$ cat src/rtl/rv_wb_pkg.sv
// Shared definitions for the write-back stage: load funct3 codes, FSM encoding,
// latched load context and the load legality rule.
package rv_wb_pkg;

    localparam int XLEN = 32;

    localparam logic [2:0] F3_LB  = 3'b000;
    localparam logic [2:0] F3_LH  = 3'b001;
    localparam logic [2:0] F3_LW  = 3'b010;
    localparam logic [2:0] F3_LBU = 3'b100;
    localparam logic [2:0] F3_LHU = 3'b101;

    typedef enum logic [0:0] {
        ST_IDLE      = 1'b0,
        ST_WAIT_LOAD = 1'b1
    } wb_state_e;

    typedef struct packed {
        logic [4:0] rd;
        logic       wen;
        logic [2:0] funct3;
        logic [1:0] addr_lo;
    } load_ctx_t;

    // Unknown funct3 encodings are reported the same way as misaligned accesses.
    function automatic logic load_misaligned(input logic [2:0] funct3, input logic [1:0] addr_lo);
        logic bad;
        case (funct3)
            F3_LB, F3_LBU: bad = 1'b0;
            F3_LH, F3_LHU: bad = addr_lo[0];
            F3_LW:         bad = (addr_lo != 2'b00);
            default:       bad = 1'b1;
        endcase
        return bad;
    endfunction

endpackage

$ cat src/rtl/wb_writer_if.sv
// Bus bundle between ex, the data-bus response and the register-file write port.
// slave is the write-back stage's view, master the surrounding pipeline's view.
interface wb_writer_if;
    import rv_wb_pkg::*;

    logic            ex_valid_i;
    logic            ex_ready_o;
    logic            ex_wen_i;
    logic [4:0]      ex_rd_i;
    logic [XLEN-1:0] ex_wdata_i;
    logic            ex_is_load_i;
    logic [2:0]      ex_funct3_i;
    logic [1:0]      ex_addr_lo_i;
    logic            mem_rvalid_i;
    logic [XLEN-1:0] mem_rdata_i;
    logic [4:0]      reg_waddr_o;
    logic [XLEN-1:0] reg_wdata_o;
    logic            reg_wen_o;
    logic            stall_o;
    logic            err_o;

    modport slave (
        input  ex_valid_i, ex_wen_i, ex_rd_i, ex_wdata_i, ex_is_load_i,
        input  ex_funct3_i, ex_addr_lo_i, mem_rvalid_i, mem_rdata_i,
        output ex_ready_o, reg_waddr_o, reg_wdata_o, reg_wen_o, stall_o, err_o
    );

    modport master (
        output ex_valid_i, ex_wen_i, ex_rd_i, ex_wdata_i, ex_is_load_i,
        output ex_funct3_i, ex_addr_lo_i, mem_rvalid_i, mem_rdata_i,
        input  ex_ready_o, reg_waddr_o, reg_wdata_o, reg_wen_o, stall_o, err_o
    );

endinterface

$ cat src/rtl/wb_writer_load_align.sv
// Combinational load formatter: picks the addressed byte/half of the response word,
// sign- or zero-extends it, and flags misaligned or unknown load types.
module load_align
    import rv_wb_pkg::*;
(
    input  logic [2:0]      funct3,
    input  logic [1:0]      addr_lo,
    input  logic [XLEN-1:0] rdata,
    output logic [XLEN-1:0] data,
    output logic            misalign
);

    logic [7:0]  byte_s;
    logic [15:0] half_s;

    // Lane selection from the low address bits.
    always_comb begin
        byte_s = rdata[7:0];
        case (addr_lo)
            2'd0:    byte_s = rdata[7:0];
            2'd1:    byte_s = rdata[15:8];
            2'd2:    byte_s = rdata[23:16];
            2'd3:    byte_s = rdata[31:24];
            default: byte_s = rdata[7:0];
        endcase
        if (addr_lo[1]) begin
            half_s = rdata[31:16];
        end else begin
            half_s = rdata[15:0];
        end
    end

    // Extension by load type.
    always_comb begin
        data     = {XLEN{1'b0}};
        misalign = load_misaligned(funct3, addr_lo);
        case (funct3)
            F3_LB:   data = {{24{byte_s[7]}}, byte_s};
            F3_LH:   data = {{16{half_s[15]}}, half_s};
            F3_LW:   data = rdata;
            F3_LBU:  data = {24'd0, byte_s};
            F3_LHU:  data = {16'd0, half_s};
            default: data = {XLEN{1'b0}};
        endcase
    end

endmodule

$ cat src/rtl/wb_writer.sv
// Write-back stage: sole driver of the register-file write port; one registered write per
// retired instruction. Optional load timeout is enabled by defining WB_TIMEOUT_EN.
module wb_writer
    import rv_wb_pkg::*;
#(
    parameter int TIMEOUT_CYCLES = 255
)
(
    input  logic        clk,
    input  logic        rst,
    wb_writer_if.slave  bus
);

    localparam logic [7:0] TIMEOUT_LIM = 8'(TIMEOUT_CYCLES);

    wb_state_e       state_r, state_s;
    load_ctx_t       ctx_r, ctx_s;
    logic [4:0]      reg_waddr_r, reg_waddr_s;
    logic [XLEN-1:0] reg_wdata_r, reg_wdata_s;
    logic            reg_wen_r, reg_wen_s;
    logic            err_r, err_s;

    logic [2:0]      align_f3_s;
    logic [1:0]      align_lo_s;
    logic [XLEN-1:0] align_data_s;
    logic            align_bad_s;

`ifdef WB_TIMEOUT_EN
    logic [7:0]      cnt_r, cnt_s;
`else
    logic            unused_timeout_s;
    assign unused_timeout_s = ^TIMEOUT_LIM;
`endif

    // The aligner checks the incoming load while idle and formats the response while waiting.
    always_comb begin
        if (state_r == ST_WAIT_LOAD) begin
            align_f3_s = ctx_r.funct3;
            align_lo_s = ctx_r.addr_lo;
        end else begin
            align_f3_s = bus.ex_funct3_i;
            align_lo_s = bus.ex_addr_lo_i;
        end
    end

    load_align u_load_align (
        .funct3   (align_f3_s),
        .addr_lo  (align_lo_s),
        .rdata    (bus.mem_rdata_i),
        .data     (align_data_s),
        .misalign (align_bad_s)
    );

    // Next-state and next-output logic.
    always_comb begin
        state_s     = state_r;
        ctx_s       = ctx_r;
        reg_waddr_s = reg_waddr_r;
        reg_wdata_s = reg_wdata_r;
        reg_wen_s   = 1'b0;
        err_s       = 1'b0;
`ifdef WB_TIMEOUT_EN
        cnt_s       = cnt_r;
`endif
        case (state_r)
            ST_IDLE: begin
                if (bus.ex_valid_i && bus.ex_is_load_i) begin
                    if (align_bad_s) begin
                        err_s = 1'b1;
                    end else begin
                        state_s       = ST_WAIT_LOAD;
                        ctx_s.rd      = bus.ex_rd_i;
                        ctx_s.wen     = bus.ex_wen_i;
                        ctx_s.funct3  = bus.ex_funct3_i;
                        ctx_s.addr_lo = bus.ex_addr_lo_i;
`ifdef WB_TIMEOUT_EN
                        cnt_s         = 8'd0;
`endif
                    end
                end else if (bus.ex_valid_i) begin
                    // rd=0 retires without touching the write port; address/data keep their old values.
                    if (bus.ex_wen_i && (bus.ex_rd_i != 5'd0)) begin
                        reg_wen_s   = 1'b1;
                        reg_waddr_s = bus.ex_rd_i;
                        reg_wdata_s = bus.ex_wdata_i;
                    end else begin
                        reg_wen_s   = 1'b0;
                    end
                end else begin
                    state_s = ST_IDLE;
                end
            end
            ST_WAIT_LOAD: begin
                if (bus.mem_rvalid_i) begin
                    state_s = ST_IDLE;
                    if (ctx_r.wen && (ctx_r.rd != 5'd0)) begin
                        reg_wen_s   = 1'b1;
                        reg_waddr_s = ctx_r.rd;
                        reg_wdata_s = align_data_s;
                    end else begin
                        reg_wen_s   = 1'b0;
                    end
`ifdef WB_TIMEOUT_EN
                end else if (cnt_r == TIMEOUT_LIM) begin
                    state_s = ST_IDLE;
                    err_s   = 1'b1;
                end else begin
                    cnt_s   = cnt_r + 8'd1;
                end
`else
                end else begin
                    state_s = ST_WAIT_LOAD;
                end
`endif
            end
            default: begin
                state_s = ST_IDLE;
            end
        endcase
    end

    // State, load context and registered write-port outputs.
    always_ff @(posedge clk or negedge rst) begin
        if (!rst) begin
            state_r     <= ST_IDLE;
            ctx_r       <= '0;
            reg_waddr_r <= 5'd0;
            reg_wdata_r <= {XLEN{1'b0}};
            reg_wen_r   <= 1'b0;
            err_r       <= 1'b0;
        end else begin
            state_r     <= state_s;
            ctx_r       <= ctx_s;
            reg_waddr_r <= reg_waddr_s;
            reg_wdata_r <= reg_wdata_s;
            reg_wen_r   <= reg_wen_s;
            err_r       <= err_s;
        end
    end

`ifdef WB_TIMEOUT_EN
    // Wait-cycle counter for the load timeout.
    always_ff @(posedge clk or negedge rst) begin
        if (!rst) begin
            cnt_r <= 8'd0;
        end else begin
            cnt_r <= cnt_s;
        end
    end
`endif

    assign bus.ex_ready_o  = (state_r == ST_IDLE);
    assign bus.stall_o     = (state_r == ST_WAIT_LOAD);
    assign bus.reg_waddr_o = reg_waddr_r;
    assign bus.reg_wdata_o = reg_wdata_r;
    assign bus.reg_wen_o   = reg_wen_r;
    assign bus.err_o       = err_r;

endmodule

$ cat src/flat_wrapper.sv
// flat-port wrapper written by rule: the top's interface ports become plain ports
module wb_writer_flat import rv_wb_pkg::*;
#(
    parameter int TIMEOUT_CYCLES = 255
)
  (clk, rst, bus_ex_valid_i, bus_ex_wen_i, bus_ex_rd_i, bus_ex_wdata_i, bus_ex_is_load_i, bus_ex_funct3_i, bus_ex_addr_lo_i, bus_mem_rvalid_i, bus_mem_rdata_i, bus_ex_ready_o, bus_reg_waddr_o, bus_reg_wdata_o, bus_reg_wen_o, bus_stall_o, bus_err_o);
  wb_writer_if bus_i ();
  input  logic clk;
  input  logic rst;
  input wire logic [$bits(bus_i.ex_valid_i)-1:0] bus_ex_valid_i;
  input wire logic [$bits(bus_i.ex_wen_i)-1:0] bus_ex_wen_i;
  input wire logic [$bits(bus_i.ex_rd_i)-1:0] bus_ex_rd_i;
  input wire logic [$bits(bus_i.ex_wdata_i)-1:0] bus_ex_wdata_i;
  input wire logic [$bits(bus_i.ex_is_load_i)-1:0] bus_ex_is_load_i;
  input wire logic [$bits(bus_i.ex_funct3_i)-1:0] bus_ex_funct3_i;
  input wire logic [$bits(bus_i.ex_addr_lo_i)-1:0] bus_ex_addr_lo_i;
  input wire logic [$bits(bus_i.mem_rvalid_i)-1:0] bus_mem_rvalid_i;
  input wire logic [$bits(bus_i.mem_rdata_i)-1:0] bus_mem_rdata_i;
  output wire logic [$bits(bus_i.ex_ready_o)-1:0] bus_ex_ready_o;
  output wire logic [$bits(bus_i.reg_waddr_o)-1:0] bus_reg_waddr_o;
  output wire logic [$bits(bus_i.reg_wdata_o)-1:0] bus_reg_wdata_o;
  output wire logic [$bits(bus_i.reg_wen_o)-1:0] bus_reg_wen_o;
  output wire logic [$bits(bus_i.stall_o)-1:0] bus_stall_o;
  output wire logic [$bits(bus_i.err_o)-1:0] bus_err_o;
  assign bus_i.ex_valid_i = bus_ex_valid_i;
  assign bus_i.ex_wen_i = bus_ex_wen_i;
  assign bus_i.ex_rd_i = bus_ex_rd_i;
  assign bus_i.ex_wdata_i = bus_ex_wdata_i;
  assign bus_i.ex_is_load_i = bus_ex_is_load_i;
  assign bus_i.ex_funct3_i = bus_ex_funct3_i;
  assign bus_i.ex_addr_lo_i = bus_ex_addr_lo_i;
  assign bus_i.mem_rvalid_i = bus_mem_rvalid_i;
  assign bus_i.mem_rdata_i = bus_mem_rdata_i;
  assign bus_ex_ready_o = bus_i.ex_ready_o;
  assign bus_reg_waddr_o = bus_i.reg_waddr_o;
  assign bus_reg_wdata_o = bus_i.reg_wdata_o;
  assign bus_reg_wen_o = bus_i.reg_wen_o;
  assign bus_stall_o = bus_i.stall_o;
  assign bus_err_o = bus_i.err_o;
  wb_writer #(.TIMEOUT_CYCLES(TIMEOUT_CYCLES)) u_core (.clk(clk), .rst(rst), .bus(bus_i));
endmodule
$ cat config.mk
export PLATFORM = sky130hd
export DESIGN_NAME = wb_writer_flat
export DESIGN_NICKNAME = d
export VERILOG_FILES = /design/src/rtl/rv_wb_pkg.sv /design/src/rtl/wb_writer_if.sv /design/src/rtl/wb_writer_load_align.sv /design/src/rtl/wb_writer.sv /design/src/flat_wrapper.sv
export SDC_FILE = /design/constraint.sdc
export NUM_CORES = 1
export LEC_CHECK = 0
export BUFFER_PORTS_ARGS = -buffer_cell sky130_fd_sc_hd__buf_4
export CELL_PAD_IN_SITES_DETAIL_PLACEMENT = 1
export CELL_PAD_IN_SITES_GLOBAL_PLACEMENT = 1
export CORE_ASPECT_RATIO = 1.1
export CORE_MARGIN = 2
export CORE_UTILIZATION = 36
export DETAILED_ROUTE_END_ITERATION = 10
export PLACE_DENSITY = 0.85
export SLEW_MARGIN = 0
export SYNTH_ARGS = -nofsm -noshare
export SYNTH_HDL_FRONTEND = slang
export SYNTH_SLANG_ARGS = --single-unit
export TNS_END_PERCENT = 5
$ cat constraint.sdc
create_clock -name clk -period 2.8 [get_ports clk]
set_input_delay 0.42 -clock clk [delete_from_list [all_inputs] [get_ports clk]]
set_output_delay 0.42 -clock clk [all_outputs]
set_load 0.005 [all_outputs]
==> results of run 1 <==
==> placed cells by master, fill, tap and decap left out, types with 3 or more instances in the layout <==
cell type and count:
nand3_1 8, a221oi_1 16, a21oi_1 3, nor4b_1 3, mux2i_1 13, a2bb2oi_1 6
a222oi_1 9, nand2_1 70, o311ai_1 6, buf_4 126, dfrtp_1 51, mux2_1 9
nor3b_1 3, nor3_1 4, o21ai_0 8, o221ai_1 26, nor2_1 16, clkbuf_8 6
mux2_2 4
==> kinds of logic after synthesis <==
| kind of cell | Yosys count | share of synthesized area [%] |
|---|---|---|
| mux | 27 | 9.72 |
| compound gates | 91 | 24.8 |
| buf+inv | 34 | 5.86 |
| simple gates | 120 | 18.1 |
| flops | 51 | 41.5 |
==> critical path: cells and delay by family (launching register included) <==
kind	cells	cell delay (ps)
and+or+nand+nor	2	870
buffers and inverters	2	570
DFF	1	560
AOI/OAI and AO/OA	3	460
==> area by class of cell <==
type | count | area (sq um) | area share (%)
timing repair buffer | 127 | 966 | 23.5
multi-input combinational | 238 | 1630 | 39.5
clock buffer | 7 | 86.3 | 2.10
clock inverter | 1 | 8.76 | 0.213
inverter | 3 | 11.3 | 0.274
tap | 111 | 139 | 3.38
sequential | 51 | 1280 | 31.0
==> state kept, by name, indices dropped and copies added, names as in the netlist <==
name                    count
u_core.bus.err_o            1
u_core.bus.stall_o          1
u_core.ctx_r               11
u_core.bus.reg_wen_o        1
u_core.bus.reg_waddr_o      5
u_core.bus.reg_wdata_o     32
==> through the flow <==
stage,setup slack [ps],total power [mW]
3_3_place_gp,417,2.83
6_report,235,3.36
2_1_floorplan,666,2.13
4_1_cts,268,3.38
3_5_place_dp,303,2.91
5_1_grt,48.8,3.60
==> layer usage <==
metal	GRT usage, %	vias to the layer above	part of all wire, %
met3	5.46	20	6.8
li1	-	1442	-
met5	0	-	0
met1	29.8	1567	42
met4	8.04	0	2.0
met2	38.9	122	49
==> final timing paths <==
| kind | from | end | slack (ps) | cells after the start |
|---|---|---|---|---|
| worst max register to register | u_core.bus.stall_o | u_core.bus.reg_wdata_o[27] | 240 | 7 |
| worst max-delay path | u_core.bus.stall_o | u_core.bus.reg_wdata_o[27] | 240 | 7 |
| worst min register to register | u_core.bus.reg_waddr_o[3] | u_core.bus.reg_waddr_o[3] | 490 | 2 |
| min in group clk | bus_mem_rvalid_i | u_core.bus.stall_o | 310 | 2 |
| max in group asynchronous | rst | u_core.bus.reg_wen_o | 2200 | 1 |
| worst min-delay path | rst | u_core.bus.reg_wdata_o[28] | 120 | 1 |
==> report_power, final <==
group	switching, mW	internal [mW]	leakage (nW)
combinational	0.694	0.802	1.20
sequential	0.310	1.08	0.635
clock	0.266	0.203	0.0484
==> run summary, run 1 <==
final core utilization -> 49.4%
RSZ-0062 raised after global routing -> false
Routed Antenna Nets -> 0
Iteration-0 DRC Markers -> 223
PD cells -> 817 nW/um^2
top_reg_cell synth -> dfrtp_1
top-area cell type share of the netlist area -> 41.5%
min cycle time layout -> 2560 ps
Area contributors post-synth -> dfrtp_1 (41%), nand2_1 (8.5%), o221ai_1 (7.4%)
DIE WIDTH -> 92.1 um
worst skew pair latency -> 320 ps
global-route wire length before repair -> 17200 um
post-DP HPWL -> 7880 um
area growth from synthesis to final layout -> 33.7%
Fill cells -> 1011
final setup TNS -> 0 ps
Final Instance Area -> 4110 sq um
worst-path maximum fanout -> 21
cts repair resizes -> 0
WL/cell -> 19.8 um
async set or reset register ratio after synthesis -> 100%
Final Slew Violations -> 0
CTS Sinks -> 51
layout cells sized above 1 -> 35.1%
I/O pin count -> 121
Final setup viols -> 0
CP peak stage delay -> 610 ps
Placeable Area -> 8320 sq um
WL final -> 10600 um
required time worst endpoint -> 3030 ps
Post-Synthesis Cell Area -> 3080 sq um
HP Class -> in -> async
Crit Path Category -> reg -> reg
Total Routing Usage GR -> 23.3%
Synth Register Bits -> 51
status -> finished, final reports clean
Period Utilization, post-route -> 91.6%
gr ovfl total -> 0
maximum capacitance violations -> 0
CP max-delay cell -> nor3b_2
vias per cell -> 5.86
area leader, netlist -> dfrtp_1
Avg Inst Size Synth -> 9.53 sq um
initial core utilization -> 37.0%
DRT Pass-1 Iters -> 5
P_leak -> 1.88 nW
depth of the CTS H-tree -> 2
Worst Setup End Kind -> flop
Cell Count, Final, Fillers Out -> 538
initial antenna violation count -> 0
post-synthesis net count -> 403
CTS Buf Count -> 5
synth warn -> 0
peak supply drop -> 303 uV
synth unique cells -> 49
maximum clock path buffer count -> 2
num rows -> 35
critical path cell sequence -> buf_12 > nor3_1 > a21oi_2 > nor3b_2 > buf_4 > a221oi_1 > o221ai_1
CP arrival -> 2790 ps
via count -> 3151
Hold WS -> 122 ps
I/O Buffers -> 120
TritonCTS clock tree -> yes
Worst-Margin Slew -> 879 ps
DIE AREA -> 9300 sq um
Post-synth EDFFs -> 0
Slew headroom -> 41.4%
max frequency -> 390 MHz
die height -> 101 um
clk slew on worst S/H paths -> 90 ps
Post-CTS Repair Setup Buffers -> 0
gpl congestion -> 0.886
cts hold-fix bufs -> 0
Fin. Hold Viols -> 0
Commonest cells post-synth -> nand2_1 (70), dfrtp_1 (51), o221ai_1 (26), a221oi_1 (16), nor2_1 (16)
Root Driver -> clkbuf_8
Final nets -> 506
sequential area share after synthesis -> 41.5%
total DRC errors in the routed layout -> 0
number of global-route vias before repair -> 3387
Ant. Diodes -> 0
largest net degree at the start of global routing -> 67
Cells after Synth -> 323
Fin Clk Skew -> 8.14 ps
Placed Cells -> 530
Placed Area -> 4020 sq um
most frequent cell after synthesis -> nand2_1
Startpoint Class -> flop
Power figures use the tool's default switching activity.
==> run 2, diff against run 1 <==
==> constraint.sdc (replaced) <==
create_clock -name clk -period 2.8 [get_ports clk]
set_input_delay 0.56 -clock clk [delete_from_list [all_inputs] [get_ports clk]]
set_output_delay 0.56 -clock clk [all_outputs]
set_load 0.005 [all_outputs]
==> run summary, run 2 (synthesis results as in run 1) <==
HP Class -> in -> async (unchanged)
I/O pin count -> 121 (unchanged)
initial antenna violation count -> 0 (unchanged)
cts hold-fix bufs -> 0 (unchanged)
cts repair resizes -> 0 (unchanged)
clk slew on worst S/H paths -> 110 ps (was 90 ps)
final setup TNS -> 0 ps (unchanged)
TritonCTS clock tree -> yes (unchanged)
maximum clock path buffer count -> 2 (unchanged)
Root Driver -> clkbuf_8 (unchanged)
WL final -> 10700 um (was 10600 um)
Final setup viols -> 0 (unchanged)
Fin Clk Skew -> 10.9 ps (was 8.14 ps)
RSZ-0062 raised after global routing -> false (unchanged)
layout cells sized above 1 -> 35.7% (was 35.1%)
max reg flops -> 32 (unchanged)
Startpoint Class -> flop (unchanged)
WL/cell -> 19.9 um (was 19.8 um)
worst-path maximum fanout -> 24 (was 21)
initial core utilization -> 37.0% (unchanged)
Ant. Diodes -> 0 (unchanged)
max frequency -> 393 MHz (was 390 MHz)
DRT Pass-1 Iters -> 5 (unchanged)
number of global-route vias before repair -> 3320 (was 3387)
Post-CTS Repair Setup Buffers -> 0 (unchanged)
largest net degree at the start of global routing -> 67 (unchanged)
CTS Sinks -> 51 (unchanged)
Period Utilization, post-route -> 90.9% (was 91.6%)
Final nets -> 507 (was 506)
CTS Buf Count -> 5 (unchanged)
I/O Buffers -> 120 (unchanged)
most frequent cells in the layout -> buf_4 (128), nand2_1 (70), dfrtp_1 (51), o221ai_1 (26) (was buf_4 (126), nand2_1 (70), dfrtp_1 (51), o221ai_1 (26))
P_leak -> 1.89 nW (was 1.88 nW)
final worst slack -> 255 ps (was 235 ps)
peak supply drop -> 374 uV (was 303 uV)
total DRC errors in the routed layout -> 0 (unchanged)
gr ovfl total -> 0 (unchanged)
Final Slew Violations -> 0 (unchanged)
status -> finished, final reports clean (unchanged)
Worst Setup End Kind -> flop (unchanged)
R2R setup slack -> 250 ps (was 240 ps)
post-DP HPWL -> 7870 um (was 7880 um)
min cycle time layout -> 2550 ps (was 2560 ps)
DIE WIDTH -> 92.1 um (unchanged)
Total Routing Usage GR -> 23.4% (was 23.3%)
DIE AREA -> 9300 sq um (unchanged)
vias per cell -> 5.87 (was 5.86)
area growth from synthesis to final layout -> 34.4% (was 33.7%)
maximum capacitance violations -> 0 (unchanged)
Place WS -> 127 ps (was 303 ps)
die height -> 101 um (unchanged)
num rows -> 35 (unchanged)
commonest non-fill, non-tap cell in the layout -> buf_4 (unchanged)
Iteration-0 DRC Markers -> 171 (was 223)
Crit Path Category -> reg -> reg (unchanged)
Worst-Margin Slew -> 685 ps (was 879 ps)
required time worst endpoint -> 2960 ps (was 3030 ps)
worst skew pair latency -> 320 ps (about the same)
global-route wire length before repair -> 17300 um (was 17200 um)
depth of the CTS H-tree -> 2 (unchanged)
Routed Antenna Nets -> 0 (unchanged)
CP arrival -> 2710 ps (was 2790 ps)
gpl congestion -> 0.808 (was 0.886)
Slew headroom -> 54.3% (was 41.4%)
via count -> 3164 (was 3151)
PD cells -> 832 nW/um^2 (was 817 nW/um^2)
Placeable Area -> 8320 sq um (unchanged)
Fin. Hold Viols -> 0 (unchanged)
==> run 2: cell types whose count changed in the layout (fill, tap and decap cells not counted), sizes merged <==
cell      previous run  this run
clkbuf               7         5
buf                127       128
bufinv               0         1
clkinv               1         0
clkinvlp             0         1
inv                  3         4
==> run 2: path summary, 6_finish.rpt <==
| path | from | to | depth (start not counted) |
|---|---|---|---|
| worst max-delay path | u_core.bus.stall_o | u_core.bus.reg_wdata_o[21] | 6 |
| worst min-delay path | rst | u_core.bus.reg_wdata_o[24] | 1 |
| worst max register to register | u_core.bus.stall_o | u_core.bus.reg_wdata_o[21] | 6 |
| worst min register to register | u_core.bus.reg_waddr_o[1] | u_core.bus.reg_waddr_o[1] | 2 |
| max in group asynchronous | rst | u_core.bus.reg_wdata_o[3] | 1 |
| min in group clk | bus_mem_rvalid_i | u_core.bus.stall_o | 2 |
==> run 2: worst max-delay path, stage by stage (launching register included) <==
cell and delay (ps):
dfrtp_1 690, or3b_2 500, a21oi_1 260, nor3b_2 80
buf_4 220, a221oi_1 460, o221ai_1 170
==> run 2: stage by stage <==
stage | hold slack (ps) | total power, mW | cells | area (sq um) | util (%)
2_1_floorplan | 264 | 2.13 | 323 | 3080 | -
3_3_place_gp | 468 | 2.83 | 531 | 4010 | 48.2
3_5_place_dp | 474 | 2.91 | 531 | 4010 | 48.2
4_1_cts | 311 | 3.46 | 539 | 4130 | 49.6
5_1_grt | 322 | 3.69 | 539 | 4140 | 49.7
6_report | 283 | 3.44 | 539 | 4140 | 49.7
==> run 2: final cells by class <==
type                       count  area, sq um
inverter                       3         11.3
clock inverter                 3         46.3
clock buffer                   5         68.8
timing repair buffer         128          961
multi-input combinational    238         1630
sequential                    51         1280
fill                         989         4180
tap                          111          139
==> run 2: power by group <==
part / leakage, nW / internal (mW) / switching (mW)
registers: 0.635 / 1.08 / 0.304
clock network: 0.0548 / 0.270 / 0.278
logic: 1.20 / 0.800 / 0.704
==> run 2: routing by layer <==
| layer | vias to the layer above | wire, um | GRT usage [%] |
|---|---|---|---|
| met5 | - | 0 | 0 |
| met4 | 0 | 208 | 6.89 |
| met3 | 18 | 783 | 5.53 |
| met2 | 130 | 5310 | 39.0 |
| met1 | 1573 | 4430 | 30.4 |
| li1 | 1443 | - | - |
==> run 3, diff against run 2 <==
--- a/config.mk
+++ b/config.mk
@@ -5,12 +5,13 @@
 export SDC_FILE = /design/constraint.sdc
 export NUM_CORES = 1
 export LEC_CHECK = 0
+export ABC_AREA = 1
 export BUFFER_PORTS_ARGS = -buffer_cell sky130_fd_sc_hd__buf_4
 export CELL_PAD_IN_SITES_DETAIL_PLACEMENT = 1
 export CELL_PAD_IN_SITES_GLOBAL_PLACEMENT = 1
 export CORE_ASPECT_RATIO = 1.1
 export CORE_MARGIN = 2
-export CORE_UTILIZATION = 36
+export CORE_UTILIZATION = 34
 export DETAILED_ROUTE_END_ITERATION = 10
 export PLACE_DENSITY = 0.85
 export SLEW_MARGIN = 0
==> run summary, run 3 <==
Post-Synthesis Cell Area -> 3310 sq um (was 3080 sq um)
Post-synth EDFFs -> 0 (unchanged)
die height -> 107 um (was 101 um)
min cycle time layout -> 2450 ps (was 2550 ps)
Int Pwr -> 2.07 mW (was 2.15 mW)
peak supply drop -> 295 uV (was 374 uV)
Area contributors post-synth -> dfrtp_1 (39%), nand2_1 (18%), a21oi_1 (10%) (was dfrtp_1 (41%), nand2_1 (8.5%), o221ai_1 (7.4%))
most frequent cells in the layout -> nand2_1 (161), buf_4 (125), nor2_1 (73), a21oi_1 (69), dfrtp_1 (51) (was buf_4 (128), nand2_1 (70), dfrtp_1 (51), o221ai_1 (26))
total DRC errors in the routed layout -> 0 (unchanged)
cts hold-fix bufs -> 0 (unchanged)
I/O pin count -> 121 (unchanged)
PD cells -> 813 nW/um^2 (was 832 nW/um^2)
top_reg_cell synth -> dfrtp_1 (unchanged)
reg2reg path depth -> 8 (was 6)
Final nets -> 679 (was 507)
Fin. Hold Viols -> 0 (unchanged)
Period Utilization, post-route -> 87.4% (was 90.9%)
area growth from synthesis to final layout -> 30.5% (was 34.4%)
top-area cell type share of the netlist area -> 38.6% (was 41.5%)
Placeable Area -> 9400 sq um (was 8320 sq um)
Hold WS -> 273 ps (was 283 ps)
worst skew pair latency -> 310 ps (was 320 ps)
area leader, netlist -> dfrtp_1 (unchanged)
P_leak -> 2.24 nW (was 1.89 nW)
RSZ-0062 raised after global routing -> false (unchanged)
depth of the CTS H-tree -> 2 (unchanged)
largest net degree at the start of global routing -> 52 (was 67)
CP arrival -> 2610 ps (was 2710 ps)
via count -> 3626 (was 3164)
maximum clock path buffer count -> 2 (unchanged)
R2R setup slack -> 350 ps (was 250 ps)
Synth Register Bits -> 51 (unchanged)
DRT Pass-1 Iters -> 4 (was 5)
Commonest cells post-synth -> nand2_1 (161), nor2_1 (73), a21oi_1 (69), dfrtp_1 (51), inv_1 (41) (was nand2_1 (70), dfrtp_1 (51), o221ai_1 (26), a221oi_1 (16), nor2_1 (16))
worst-path maximum fanout -> 21 (was 24)
sequential area share after synthesis -> 38.6% (was 41.5%)
Post-CTS Repair Setup Buffers -> 0 (unchanged)
cts repair resizes -> 0 (unchanged)
initial antenna violation count -> 0 (unchanged)
Total Routing Usage GR -> 21.2% (was 23.4%)
reg2reg start -> u_core.bus.stall_o (unchanged)
Cell Count, Final, Fillers Out -> 717 (was 539)
CTS Buf Count -> 5 (unchanged)
status -> finished, final reports clean (unchanged)
Placed Area -> 4220 sq um (was 4010 sq um)
Final Slew Violations -> 0 (unchanged)
gpl congestion -> 0.889 (was 0.808)
power consumption -> 3.51 mW (was 3.44 mW)
layout cells sized above 1 -> 26.0% (was 35.7%)
initial core utilization -> 35.2% (was 37.0%)
Routed Antenna Nets -> 0 (unchanged)
Reg power frac -> 38.0% (was 40.3%)
WL final -> 10900 um (was 10700 um)
max reg flops -> 32 (unchanged)
Clock power frac -> 13.3% (was 15.9%)
DIE AREA -> 10500 sq um (was 9300 sq um)
synth warn -> 0 (unchanged)
Worst-Margin Slew -> 713 ps (was 685 ps)
Ant. Diodes -> 0 (unchanged)
Placed Cells -> 709 (was 531)
commonest non-fill, non-tap cell in the layout -> nand2_1 (was buf_4)
clk slew on worst S/H paths -> 110 ps (about the same)
async set or reset register ratio after synthesis -> 100% (unchanged)
Root Driver -> clkbuf_8 (unchanged)
max frequency -> 408 MHz (was 393 MHz)
required time worst endpoint -> 2970 ps (was 2960 ps)
I/O Buffers -> 120 (unchanged)
post-DP HPWL -> 8570 um (was 7870 um)
Iteration-0 DRC Markers -> 127 (was 171)
number of global-route vias before repair -> 3869 (was 3320)
Avg Inst Size Synth -> 6.73 sq um (was 9.53 sq um)
P_sw -> 1.44 mW (was 1.29 mW)
TritonCTS clock tree -> yes (unchanged)
combinational share of power -> 48.7% (was 43.7%)
Startpoint Class -> flop (unchanged)
worst r2r dst -> u_core.ctx_r[4] (was u_core.bus.reg_wdata_o[21])
Final setup viols -> 0 (unchanged)
global-route wire length before repair -> 18300 um (was 17300 um)
gr ovfl total -> 0 (unchanged)
maximum capacitance violations -> 0 (unchanged)
Fill cells -> 1266 (was 989)
Crit Path Category -> reg -> reg (unchanged)
Worst Setup End Kind -> flop (unchanged)
DIE WIDTH -> 98.1 um (was 92.1 um)
Final Instance Area -> 4320 sq um (was 4140 sq um)
Fin Clk Skew -> 14.0 ps (was 10.9 ps)
HP Class -> in -> async (unchanged)
Slew headroom -> 52.4% (was 54.3%)
WL/cell -> 15.2 um (was 19.9 um)
vias per cell -> 5.06 (was 5.87)
Switching Fraction -> 41.1% (was 37.4%)
synth unique cells -> 29 (was 49)
Cells after Synth -> 492 (was 323)
post-synthesis net count -> 572 (was 403)
most frequent cell after synthesis -> nand2_1 (unchanged)
num rows -> 37 (was 35)
final setup TNS -> 0 ps (unchanged)
CTS Sinks -> 51 (unchanged)
==> run 3: changes by cell type after synthesis, sizes merged, moves of 6 or more <==
cell	delta
mux2i	-14
a222oi	-9
mux2	-13
nand2	+98
clkbuf	-6
inv	+41
a221oi	-16
o311ai	-6
o221ai	-26
a21oi	+66
nor2	+61
a2bb2oi	-6
o21ai	+22
==> run 3: cells by family (layout without fill, tap and decap cells) <==
kind of cell	after synthesis	after routing	share of synthesized area [%]
buf+inv	69	177	10.2
compound gates	110	110	18.5
flops	51	51	38.6
simple gates	262	262	32.8
==> run 3: how the worst max path moves through the flow <==
stage | start | end | slack, ps
2_1_floorplan | bus_ex_funct3_i[0] | u_core.bus.reg_wdata_o[15] | 1150
3_3_place_gp | bus_ex_addr_lo_i[1] | u_core.ctx_r[1] | 390
3_5_place_dp | bus_ex_addr_lo_i[1] | u_core.ctx_r[5] | 270
4_1_cts | u_core.bus.stall_o | u_core.ctx_r[4] | 330
5_1_grt | u_core.bus.stall_o | u_core.ctx_r[4] | 90
6_report | u_core.bus.stall_o | u_core.ctx_r[4] | 350
==> run 3: layout make-up <==
cell class                 count  area [sq um]  share of cell area, %
clock buffer                   6          82.6                   1.91
clock inverter                 2          16.3                  0.376
inverter                      44           165                   3.82
multi-input combinational    372          1700                   39.2
sequential                    51          1280                   29.5
tap                          117           146                   3.39
timing repair buffer         125           938                   21.7
==> run 3: critical path, cell delays in order, from the launching register on <==
cell and delay [ps]:
dfrtp_1 390, buf_4 270, nand2_1 80, nand2_1 530
nand3_2 170, a21oi_4 200, nand2_1 400, nand2_1 180
o21ai_1 90
==> run 3: routing by layer <==
| metal | vias to the layer above | wire length [um] | GRT usage (%) |
|---|---|---|---|
| li1 | 1770 | - | - |
| met1 | 1730 | 4620 | 26.2 |
| met2 | 100 | 5460 | 37.8 |
| met3 | 26 | 522 | 3.12 |
| met4 | 0 | 307 | 6.75 |
| met5 | - | 0 | 0 |
==> run 3: power by group through the flow <==
stage | combinational [mW] | clock, mW | sequential, mW
global placement | 1.67 | 0 | 1.33
finish | 1.71 | 0.466 | 1.34
floorplan | 0.969 | 0 | 1.32
detailed placement | 1.74 | 0 | 1.35
CTS | 1.74 | 0.481 | 1.34
global route | 1.94 | 0.509 | 1.38
==> run 3: stage by stage <==
| stage | setup WS, ps | util (%) |
|---|---|---|
| after floorplan | 1150 | - |
| after global placement | 386 | 44.9 |
| after detailed placement | 273 | 44.9 |
| after CTS | 329 | 46.0 |
| after global routing | 93.9 | 46.0 |
| final | 352 | 46.0 |
